===== src/rtl/cache_pkg.sv =====
// Shared encodings for the cache write path: tag-array status/commands,
// channel progress codes, fetch commands and the write-buffer FSM states.
package cache_pkg;

  localparam logic [2:0] AST_MISS      = 3'b000;
  localparam logic [2:0] AST_HIT_CLEAN = 3'b001;
  localparam logic [2:0] AST_HIT_DIRTY = 3'b010;
  localparam logic [2:0] AST_IN_FLIGHT = 3'b100;

  localparam logic [2:0] PS_IDLE  = 3'b000;
  localparam logic [2:0] PS_CHECK = 3'b001;
  localparam logic [2:0] PS_BUSY  = 3'b010;
  localparam logic [2:0] PS_DONE  = 3'b011;
  localparam logic [2:0] PS_WAIT  = 3'b100;

  localparam logic [1:0] CMD_LOOKUP = 2'b00;
  localparam logic [1:0] CMD_ALLOC  = 2'b10;
  localparam logic [1:0] CMD_DIRTY  = 2'b11;

  localparam logic [1:0] FC_FETCH    = 2'b01;
  localparam logic [1:0] FC_WB_FETCH = 2'b10;

  typedef enum logic [3:0] {
    S_IDLE,
    S_LOOKUP,
    S_CHECK_CONFLICT,
    S_WAIT_CONFLICT,
    S_ALLOCATE,
    S_FETCH_REQ,
    S_WAIT_FETCH,
    S_WRITE_MEM,
    S_DONE
  } wb_state_e;

  // The allocator reports victim state; a clean/absent victim means a plain fetch.
  function automatic logic [1:0] alloc_fetch_cmd(input logic [1:0] victim_st);
    return (victim_st == 2'b00) ? FC_FETCH : victim_st;
  endfunction

endpackage


===== src/rtl/wr_merge_fifo.sv =====
// Write-buffer FIFO of {addr, data, strb} entries with in-place merge into the tail.
module wr_merge_fifo
  import cache_pkg::*;
#(
  parameter int AW    = 32,
  parameter int DW    = 32,
  parameter int DEPTH = 4,
  parameter int BB    = 2,
  localparam int SW   = DW / 8,
  localparam int PW   = $clog2(DEPTH),
  localparam int CW   = PW + 1
) (
  input  logic          clk,
  input  logic          rst_n,
  input  logic          push,
  input  logic          merge,
  input  logic          pop,
  input  logic [AW-1:0] push_addr,
  input  logic [DW-1:0] push_data,
  input  logic [SW-1:0] push_strb,
  input  logic [AW-1:0] cmp_addr,
  output logic          tail_match,
  output logic          full,
  output logic          empty,
  output logic [CW-1:0] count,
  output logic [AW-1:0] head_addr,
  output logic [DW-1:0] head_data,
  output logic [SW-1:0] head_strb
);

  localparam logic [AW-1:0] WORD_MASK = {AW{1'b1}} << BB;

  logic [AW-1:0] addr_q [DEPTH];
  logic [AW-1:0] addr_d [DEPTH];
  logic [DW-1:0] data_q [DEPTH];
  logic [DW-1:0] data_d [DEPTH];
  logic [SW-1:0] strb_q [DEPTH];
  logic [SW-1:0] strb_d [DEPTH];
  logic [PW-1:0] wr_ptr_q, wr_ptr_d, rd_ptr_q, rd_ptr_d, tail_ptr;
  logic [CW-1:0] count_q, count_d;
  logic          do_push, do_merge, do_pop;

  assign empty     = (count_q == '0);
  assign full      = (count_q == CW'(DEPTH));
  assign count     = count_q;
  assign tail_ptr  = wr_ptr_q - PW'(1);
  assign head_addr = empty ? '0 : addr_q[rd_ptr_q];
  assign head_data = empty ? '0 : data_q[rd_ptr_q];
  assign head_strb = empty ? '0 : strb_q[rd_ptr_q];
  assign tail_match = !empty && (((addr_q[tail_ptr] ^ cmp_addr) & WORD_MASK) == '0);

  always_comb begin
    do_push  = push && !merge && !full;
    do_merge = push && merge && !empty;
    do_pop   = pop && !empty;
    addr_d   = addr_q;
    data_d   = data_q;
    strb_d   = strb_q;
    if (do_merge) begin
      for (int b = 0; b < SW; b++) begin
        if (push_strb[b]) data_d[tail_ptr][8*b +: 8] = push_data[8*b +: 8];
      end
      strb_d[tail_ptr] = strb_q[tail_ptr] | push_strb;
    end
    if (do_push) begin
      addr_d[wr_ptr_q] = push_addr;
      data_d[wr_ptr_q] = push_data;
      strb_d[wr_ptr_q] = push_strb;
    end
    wr_ptr_d = do_push ? wr_ptr_q + PW'(1) : wr_ptr_q;
    rd_ptr_d = do_pop ? rd_ptr_q + PW'(1) : rd_ptr_q;
    count_d  = count_q + CW'(do_push) - CW'(do_pop);
  end

  // Entry storage is never read while empty, so it carries no reset.
  always_ff @(posedge clk) begin
    addr_q <= addr_d;
    data_q <= data_d;
    strb_q <= strb_d;
  end

  always_ff @(posedge clk or negedge rst_n) begin
    if (!rst_n) begin
      wr_ptr_q <= '0;
      rd_ptr_q <= '0;
      count_q  <= '0;
    end else begin
      wr_ptr_q <= wr_ptr_d;
      rd_ptr_q <= rd_ptr_d;
      count_q  <= count_d;
    end
  end

endmodule


===== src/rtl/wr_buf_ctrl.sv =====
// Write-buffer controller: buffers/merges writes, resolves each head line through
// lookup, conflict check, allocate and fetch, then writes the data array.
module wr_buf_ctrl
  import cache_pkg::*;
#(
  parameter int ADDR_WIDTH = 32,
  parameter int DATA_WIDTH = 32,
  parameter int LIST_DEPTH = 4,
  parameter int LIST_WIDTH = 32,
  parameter int WB_DEPTH   = 4,
  parameter int MERGE_EN   = 1,
  localparam int TW = $clog2(LIST_DEPTH),
  localparam int WW = $clog2(LIST_WIDTH),
  localparam int SW = DATA_WIDTH / 8
) (
  input  logic                  clk,
  input  logic                  rst_n,
  input  logic                  acc_wr_valid,
  output logic                  acc_wr_ready,
  input  logic [ADDR_WIDTH-1:0] acc_wr_addr,
  input  logic [DATA_WIDTH-1:0] acc_wr_data,
  input  logic [SW-1:0]         acc_wr_strb,
  output logic                  acc_req,
  output logic [1:0]            acc_cmd,
  output logic [ADDR_WIDTH-1:0] acc_index,
  input  logic [2:0]            acc_status,
  input  logic [TW-1:0]         return_tag,
  input  logic                  allocate_busy,
  output logic [2:0]            proc_status_w,
  output logic [ADDR_WIDTH-1:0] proc_addr_w,
  input  logic [2:0]            proc_status_r,
  input  logic [ADDR_WIDTH-1:0] proc_addr_r,
  output logic                  fetch_req,
  input  logic                  fetch_gnt,
  input  logic                  fetch_done,
  output logic [1:0]            fetch_cmd,
  output logic [TW-1:0]         fetch_tag,
  output logic [ADDR_WIDTH-1:0] fetch_addr,
  output logic                  mem_wen,
  output logic [TW+WW-1:0]      mem_waddr,
  output logic [DATA_WIDTH-1:0] mem_wdata,
  output logic [SW-1:0]         mem_wstrb,
  input  logic                  mem_wready,
  output logic                  wb_empty
);

  localparam int OW = $clog2(LIST_WIDTH * SW);
  localparam int BB = $clog2(SW);
  localparam int CW = $clog2(WB_DEPTH) + 1;
  localparam logic [ADDR_WIDTH-1:0] LINE_MASK = {ADDR_WIDTH{1'b1}} << OW;

  wb_state_e             state_q, state_d;
  logic [TW-1:0]         tag_q, tag_d;
  logic [1:0]            fcmd_q, fcmd_d;
  logic                  push, pop, merge_hit, tail_match, full, empty;
  logic [CW-1:0]         count;
  logic [ADDR_WIDTH-1:0] head_addr, head_line;
  logic [DATA_WIDTH-1:0] head_data;
  logic [SW-1:0]         head_strb;

  wr_merge_fifo #(
    .AW    (ADDR_WIDTH),
    .DW    (DATA_WIDTH),
    .DEPTH (WB_DEPTH),
    .BB    (BB)
  ) u_fifo (
    .clk        (clk),
    .rst_n      (rst_n),
    .push       (push),
    .merge      (merge_hit),
    .pop        (pop),
    .push_addr  (acc_wr_addr),
    .push_data  (acc_wr_data),
    .push_strb  (acc_wr_strb),
    .cmp_addr   (acc_wr_addr),
    .tail_match (tail_match),
    .full       (full),
    .empty      (empty),
    .count      (count),
    .head_addr  (head_addr),
    .head_data  (head_data),
    .head_strb  (head_strb)
  );

  // A lone entry may only be merged before the FSM starts draining it.
  assign merge_hit    = (MERGE_EN != 0) && tail_match &&
                        ((count >= CW'(2)) || ((count == CW'(1)) && (state_q == S_IDLE)));
  assign acc_wr_ready = !full || merge_hit;
  assign push         = acc_wr_valid && acc_wr_ready;

  assign head_line   = head_addr & LINE_MASK;
  assign acc_index   = head_line;
  assign proc_addr_w = head_line;
  assign fetch_addr  = head_line;
  assign fetch_tag   = tag_q;
  assign fetch_cmd   = fcmd_q;
  assign mem_waddr   = mem_wen ? {tag_q, head_addr[OW-1:BB]} : '0;
  assign mem_wdata   = mem_wen ? head_data : '0;
  assign mem_wstrb   = mem_wen ? head_strb : '0;
  assign wb_empty    = empty && (state_q == S_IDLE);

  always_comb begin
    state_d       = state_q;
    tag_d         = tag_q;
    fcmd_d        = fcmd_q;
    acc_req       = 1'b0;
    acc_cmd       = CMD_LOOKUP;
    fetch_req     = 1'b0;
    mem_wen       = 1'b0;
    pop           = 1'b0;
    proc_status_w = PS_IDLE;
    case (state_q)
      S_IDLE: if (!empty) state_d = S_LOOKUP;
      S_LOOKUP: begin
        acc_req = 1'b1;
        if (acc_status == AST_HIT_CLEAN || acc_status == AST_HIT_DIRTY) begin
          tag_d   = return_tag;
          state_d = S_WRITE_MEM;
        end else if (acc_status == AST_IN_FLIGHT) begin
          state_d = S_WAIT_CONFLICT;
        end else if (acc_status == AST_MISS) begin
          state_d = S_CHECK_CONFLICT;
        end
      end
      S_CHECK_CONFLICT: begin
        proc_status_w = PS_CHECK;
        if (proc_status_r == PS_BUSY && proc_addr_r == head_line) state_d = S_WAIT_CONFLICT;
        else                                                     state_d = S_ALLOCATE;
      end
      S_WAIT_CONFLICT: begin
        proc_status_w = PS_WAIT;
        if (proc_status_r != PS_BUSY && proc_status_r != PS_WAIT) state_d = S_LOOKUP;
      end
      S_ALLOCATE: begin
        proc_status_w = PS_BUSY;
        if (!allocate_busy) begin
          acc_req = 1'b1;
          acc_cmd = CMD_ALLOC;
          tag_d   = return_tag;
          fcmd_d  = alloc_fetch_cmd(acc_status[1:0]);
          state_d = S_FETCH_REQ;
        end
      end
      S_FETCH_REQ: begin
        proc_status_w = PS_BUSY;
        fetch_req     = 1'b1;
        if (fetch_gnt) state_d = S_WAIT_FETCH;
      end
      S_WAIT_FETCH: begin
        proc_status_w = PS_BUSY;
        if (fetch_done) state_d = S_WRITE_MEM;
      end
      S_WRITE_MEM: begin
        proc_status_w = PS_BUSY;
        mem_wen       = 1'b1;
        if (mem_wready) begin
          pop     = 1'b1;
          acc_req = 1'b1;
          acc_cmd = CMD_DIRTY;
          state_d = S_DONE;
        end
      end
      S_DONE: begin
        proc_status_w = PS_DONE;
        state_d       = empty ? S_IDLE : S_LOOKUP;
      end
      default: state_d = S_IDLE;
    endcase
  end

  always_ff @(posedge clk or negedge rst_n) begin
    if (!rst_n) begin
      state_q <= S_IDLE;
      tag_q   <= '0;
      fcmd_q  <= '0;
    end else begin
      state_q <= state_d;
      tag_q   <= tag_d;
      fcmd_q  <= fcmd_d;
    end
  end

endmodule


===== config.mk =====
export PLATFORM = sky130hd
export DESIGN_NAME = wr_buf_ctrl
export DESIGN_NICKNAME = d
export VERILOG_FILES = /design/src/rtl/cache_pkg.sv /design/src/rtl/wr_merge_fifo.sv /design/src/rtl/wr_buf_ctrl.sv
export SDC_FILE = /design/constraint.sdc
export NUM_CORES = 1
export LEC_CHECK = 0
export CORE_MARGIN = 2
export CORE_UTILIZATION = 50
export DETAILED_ROUTE_END_ITERATION = 6
export GPL_TIMING_DRIVEN = 0
export PLACE_DENSITY = 0.81
export SETUP_SLACK_MARGIN = 0.2
export SYNTH_ARGS = -nofsm -noshare
export SYNTH_HDL_FRONTEND = slang
export SYNTH_SLANG_ARGS = --single-unit

===== constraint.sdc =====
create_clock -name clk -period 6.65 [get_ports clk]
set_input_delay 0.9975 -clock clk [delete_from_list [all_inputs] [get_ports clk]]
set_output_delay 0.9975 -clock clk [all_outputs]
set_load 0.05 [all_outputs]

# After elaboration in Yosys (flattened, before gate mapping)
# Index checks and enable logic that the tools add are counted.
[totals]
inputBits = 115
output_inout_bits = 153
word_cells = 170
regBits = 287
[classes]
magnitude_cmp = 6
n_bitwise = 6
eq_ne = 25
muxes = 80
add_sub_neg = 5
reduce_logical = 30
[op_table]
columns = ["cell", "count"]
rows = [
  ["$mux 128", 9],
  ["$bwmux 128", 6],
  ["$mux 32", 11],
  ["$demux 32 s2", 5],
  ["$bmux 32 s2", 3],
  ["$mux 4", 17],
  ["$mux 16", 3],
  ["$pmux 4 s9", 1],
  ["$bwmux 16", 2],
  ["$eq 32x32->1", 1],
  ["$logic_not 32->1", 1],
  ["$xor 32x32->32", 1],
  ["$mux 24", 1],
  ["$bmux 4 s2", 2],
  ["$demux 4 s2", 2],
  ["$eq 4x3->1 const B", 4],
  ["$logic_and 1x1->1", 14],
  ["$ne 2x2->1 const B", 7],
  ["$pmux 3 s4", 1],
  ["$mux 2", 5],
  ["$ge 3x3->1 const B", 3],
  ["$not 2->3", 3],
  ["$eq 4x2->1 const B", 2],
  ["$mux 8", 1],
  ["31 further kinds", 47],
]

# Depth between registers and ports, before layout
[logic_depth]
word_depth = 25
depth_mapped = 17
mapped_depth_nobuf = 11

# By module
# Synthesis repeated with hierarchy kept, for this count alone.
[unflattened]
cells_unflattened = 1043
hier_area_um2 = 14492.6
[modules_own_cells]
columns = ["module", "seq_area_each_um2", "n_inst", "cells_each", "area_per_inst_um2"]
rows = [
  ["wr_merge_fifo", 6901.6, 1, 807, 12731.0],
  ["wr_buf_ctrl", 200.2, 1, 236, 1761.7],
]

# Least setup slack after synthesis
# No wires, ideal clock.
[synth_path]
kind = "register -> output"
start = "register u_fifo.wr_ptr_q[0]"
end = "output port acc_wr_ready"
path_stages_with_launch = 13
arrival_ps = 4343
setup_slack_ps = 1309
n_path_buf = 4
required_time_ps = 5653
cell_sequence = "dfrtp_1 -> buf_6 -> inv_1 -> clkbuf_1 -> ha_1 -> buf_2 -> buf_2 -> mux4_1 -> xor2_1 -> nor4_1 -> nand2_2 -> nand2b_1 -> o41ai_1"
[synth_between]
elab_chain_cells = 10
[synth_lines]
columns = ["element", "line", "source"]
rows = [
  ["start, declared", "wr_merge_fifo.sv:39", "logic [PW-1:0] wr_ptr_q, wr_ptr_d, rd_ptr_q, rd_ptr_d, tail_ptr;"],
  ["start signal, assigned", "wr_merge_fifo.sv:88", "wr_ptr_q <= wr_ptr_d;"],
  ["$sub 2x1->2", "wr_merge_fifo.sv:46", "assign tail_ptr = wr_ptr_q - PW'(1);"],
  ["via u_fifo.tail_ptr[0]", "wr_merge_fifo.sv:39", ""],
  ["$not 2->3 (not written as such)", "wr_merge_fifo.sv:50", "assign tail_match = !empty && (((addr_q[tail_ptr] ^ cmp_addr) & WORD_MASK) == '0);"],
  ["$bmux 32 s2", "wr_merge_fifo.sv:50", ""],
  ["$mux 32 (not written as such) (2 in a row)", "wr_merge_fifo.sv:50", ""],
  ["$xor 32x32->32", "wr_merge_fifo.sv:50", ""],
  ["$logic_not 32->1", "wr_merge_fifo.sv:50", ""],
  ["$logic_and 1x1->1", "wr_merge_fifo.sv:50", ""],
  ["$logic_and 1x1->1", "wr_buf_ctrl.sv:86", "assign merge_hit = (MERGE_EN != 0) && tail_match &&"],
  ["$logic_or 1x1->1", "wr_buf_ctrl.sv:88", "assign acc_wr_ready = !full || merge_hit;"],
  ["end, declared", "wr_buf_ctrl.sv:19", "output logic acc_wr_ready,"],
]
# The timed path passes the listed nets, and every way through them passes these cells. The select of a mux whose other input is x is not followed.

# Worst setup path in the final report
# Same ends and word-level chain as after synthesis.

==> results.toml <==
[logic_synthesis]
yosys.area.top_type = "edfxtp_1"
synth_seq_cells = 279
syn_avg_cell_area_um2 = 13.90
yosysWarnings = 0
netlist_instances = 1066
yosys-top-cells-area = "edfxtp_1 24%, dfxtp_1 19%, mux4_2 11%"
yosys.cell_types.count = 75
yosysTopAreaCellShare_pct = 24.32
synth_edf_count = 120
ys_seq_area_share_pct = 46.30
synth_area_mm2 = 0.01482
async_flop_share_pct = 5.376
synthFlopType = "dfxtp_1"

[setup_path]
startpoint = "u_fifo.wr_ptr_q[0]"
arrival_ns = 5.11
startpoint_type = "flop"
endpoint_kind = "output port"
worstReg2RegStart = "u_fifo.wr_ptr_q[0]"
cp_data_required_time_ns = 5.65
cp_max_fo = 11
critical_path_class = "flop to output port"

[route]
vias = 10490
totalWireLength_um = 39710
viasPerCell = 5.914
avgRoutedWirePerCell_um = 22.40
drt_iter0_drc = 696
ant_nets = 0
drc_errors = 0
first_pass_iters = 5

[grt]
gr-total-overflow = 0
grtUsageTotal_pct = 25.17
grt_max_degree = 24
grt_pass1_vias = 10600
grt_antenna_before_repair = 7
grt_pass1_wl_um = 60410

[placement]
dp_slack_ns = 0.6908
numPortBuffers = 240
dp_cells = 1720
gp_congestion = 0.9196
dp_hpwl_um = 28790

[die]
die_h_um = 176.2
pin_count = 268
die_w_um = 176.2
fp-row-count = 63
dieArea_mm2 = 0.03103
floorplan.initialDensity_pct = 50.40
core_area_mm2 = 0.02940

[clock_network]
cts_root_buf = "clkbuf_16"
clock_path_buffers = 3
cts_tree = "built"
clk_latency_ns = 0.57
clk_pin_slew_ns = 0.06
cts_max_level = 1
numCtsBuffers = 28
cts.sinks = 279

[power]
p_leak_nw = 7.647
p_per_area_mw_per_mm2 = 596.8
peakVddDrop_uv = 410.8
power_mw = 11.27

[sta]
relSlewSlack_pct = 30.21
min_period_ns = 6.112
setup_viol = 0
drv_slew = 0
rsz0062_at_grt = "false"
timing.final.crit_share_pct = 91.90
tightest_slew_ns = 1.043
fmax_ghz = 0.1636
hold_viol = 0
setup_slack_ns = 0.5384
finClkSkew_ns = 0.02613
setup_tns_ns = 0

[finish]
final_cell_mix = "239 x clkdlybuf4s50_1, 144 x dfxtp_1, 120 x edfxtp_1"
drive_above_1_share_pct = 28.84
seqCellArea_mm2 = 0.006862
fin_util_pct = 64.21
fillers = 2135
multiInputGateArea_mm2 = 0.007081
stdcell_count = 1773
nets = 1482
syn_to_final_growth_pct = 27.39
final_common_cell = "clkdlybuf4s50_1"

[hold_path]
min-delay-start = "u_fifo.data_q[37]"
holdCritPathClass = "flop to flop"

[status]
status = "finished clean"

[job]
max-cap-violations = 0
sequential cells by signal, summed over array words and instances, names as in the netlist:
register         count
fetch_cmd            2
fetch_tag            2
state_q              4
u_fifo.addr_q      120
u_fifo.count         3
u_fifo.data_q      128
u_fifo.rd_ptr_q      2
u_fifo.strb_q       16
u_fifo.wr_ptr_q      2
cell families (layout without fill, tap and decap cells):
group | count (synthesis) | after routing | synth area share, %
fa+ha+maj | 8 | 8 | 0.7261
flops | 279 | 279 | 46.30
compound gates | 118 | 118 | 7.405
mux | 254 | 254 | 27.96
buf+inv | 154 | 448 | 6.425
simple gates | 205 | 205 | 8.384
other cells | 1 | 24 | 0.02530
xor+xnor | 47 | 47 | 2.778
synthesized netlist by cell type, types with 3 or more instances:
| cell | number |
|---|---|
| a211oi_1 | 3 |
| a21oi_1 | 10 |
| a221oi_1 | 5 |
| a22o_1 | 3 |
| a22oi_1 | 17 |
| a22oi_4 | 14 |
| and2_1 | 31 |
| and3_1 | 45 |
| buf_1 | 11 |
| buf_2 | 12 |
| buf_4 | 74 |
| buf_6 | 5 |
| clkbuf_1 | 27 |
| dfrtp_1 | 15 |
| dfxtp_1 | 144 |
| edfxtp_1 | 120 |
| ha_1 | 7 |
| inv_1 | 22 |
| mux2_2 | 94 |
| mux2_4 | 48 |
| mux2i_1 | 19 |
| mux4_1 | 21 |
| mux4_2 | 72 |
| nand2_1 | 25 |
| nand2b_1 | 9 |
| nand3_1 | 6 |
| nand4_1 | 5 |
| nor2_1 | 26 |
| nor2_2 | 3 |
| nor3_1 | 8 |
| nor4_1 | 15 |
| nor4b_4 | 4 |
| o2111ai_1 | 3 |
| o21ai_0 | 18 |
| o2bb2ai_1 | 3 |
| o32a_1 | 17 |
| or2_2 | 4 |
| or3_1 | 6 |
| or4_1 | 3 |
| xnor2_1 | 31 |
| xor2_1 | 16 |
layout make-up:
class / count / area share [%]
Multi-Input combinational cell: 653 / 37.51
Buffer: 131 / 4.732
Clock inverter: 17 / 0.9544
Clock buffer: 34 / 4.215
Tap cell: 390 / 2.585
Sequential cell: 279 / 36.35
Timing Repair Buffer: 244 / 13.18
Inverter: 22 / 0.4374
Antenna cell: 3 / 0.03977
per-layer routing:
metal  global-route usage [%]  routed length [µm]  up-vias  part of all wire (%)
li1                         -                   -     4665                     -
met1                    30.49               15110     5167                    38
met2                    44.54               19830      566                    50
met3                    5.749                3668       86                   9.2
met4                    7.955                1090        2                   2.7
met5                        0                  13        -                 0.033
where the power goes:
group | internal [mW] | total [mW] | switching [mW]
logic | 3.03 | 6.82 | 3.79
clock network | 0.937 | 1.62 | 0.688
registers | 2.48 | 2.82 | 0.345
worst max-delay path, stage by stage, from the launching register on:
cell,delay (ns)
dfrtp_1,0.46
buf_6,0.22
inv_1,0.11
clkbuf_2,0.26
ha_1,0.38
buf_2,0.32
buf_2,0.38
mux4_1,0.39
xor2_1,0.18
nor4_1,0.41
nand2_2,0.29
nand2b_1,0.24
o41ai_1,0.29
dlygate4sd2_1,0.61
path summary, 6_finish.rpt:
| path | cells past startpoint | end | slack (ns) |
|---|---|---|---|
| worst max-delay path | 13 | acc_wr_ready | 0.54 |
| worst min-delay path | 1 | u_fifo.data_q[37] | 0.48 |
| worst max register to register | 17 | u_fifo.count[2] | 1.51 |
| worst min register to register | 1 | u_fifo.data_q[37] | 0.48 |
| max in group asynchronous | 1 | state_q[2] | 5.32 |
| min in group asynchronous | 1 | u_fifo.rd_ptr_q[1] | 0.86 |
metrics by stage:
stage	instance area [µm²]	hold slack (ns)
2_1_floorplan	14890	0.4510
3_3_place_gp	17780	0.4561
3_5_place_dp	17880	0.4651
4_1_cts	18870	0.4791
5_1_grt	18880	0.4943
6_report	18880	0.4761
repair_timing:
item	CTS	global route
buffers inserted	0	0
resized for setup	6	2
endpoints found under the setup margin	31	1
hold buffers	0	0
(Power assumes the default switching activity.)
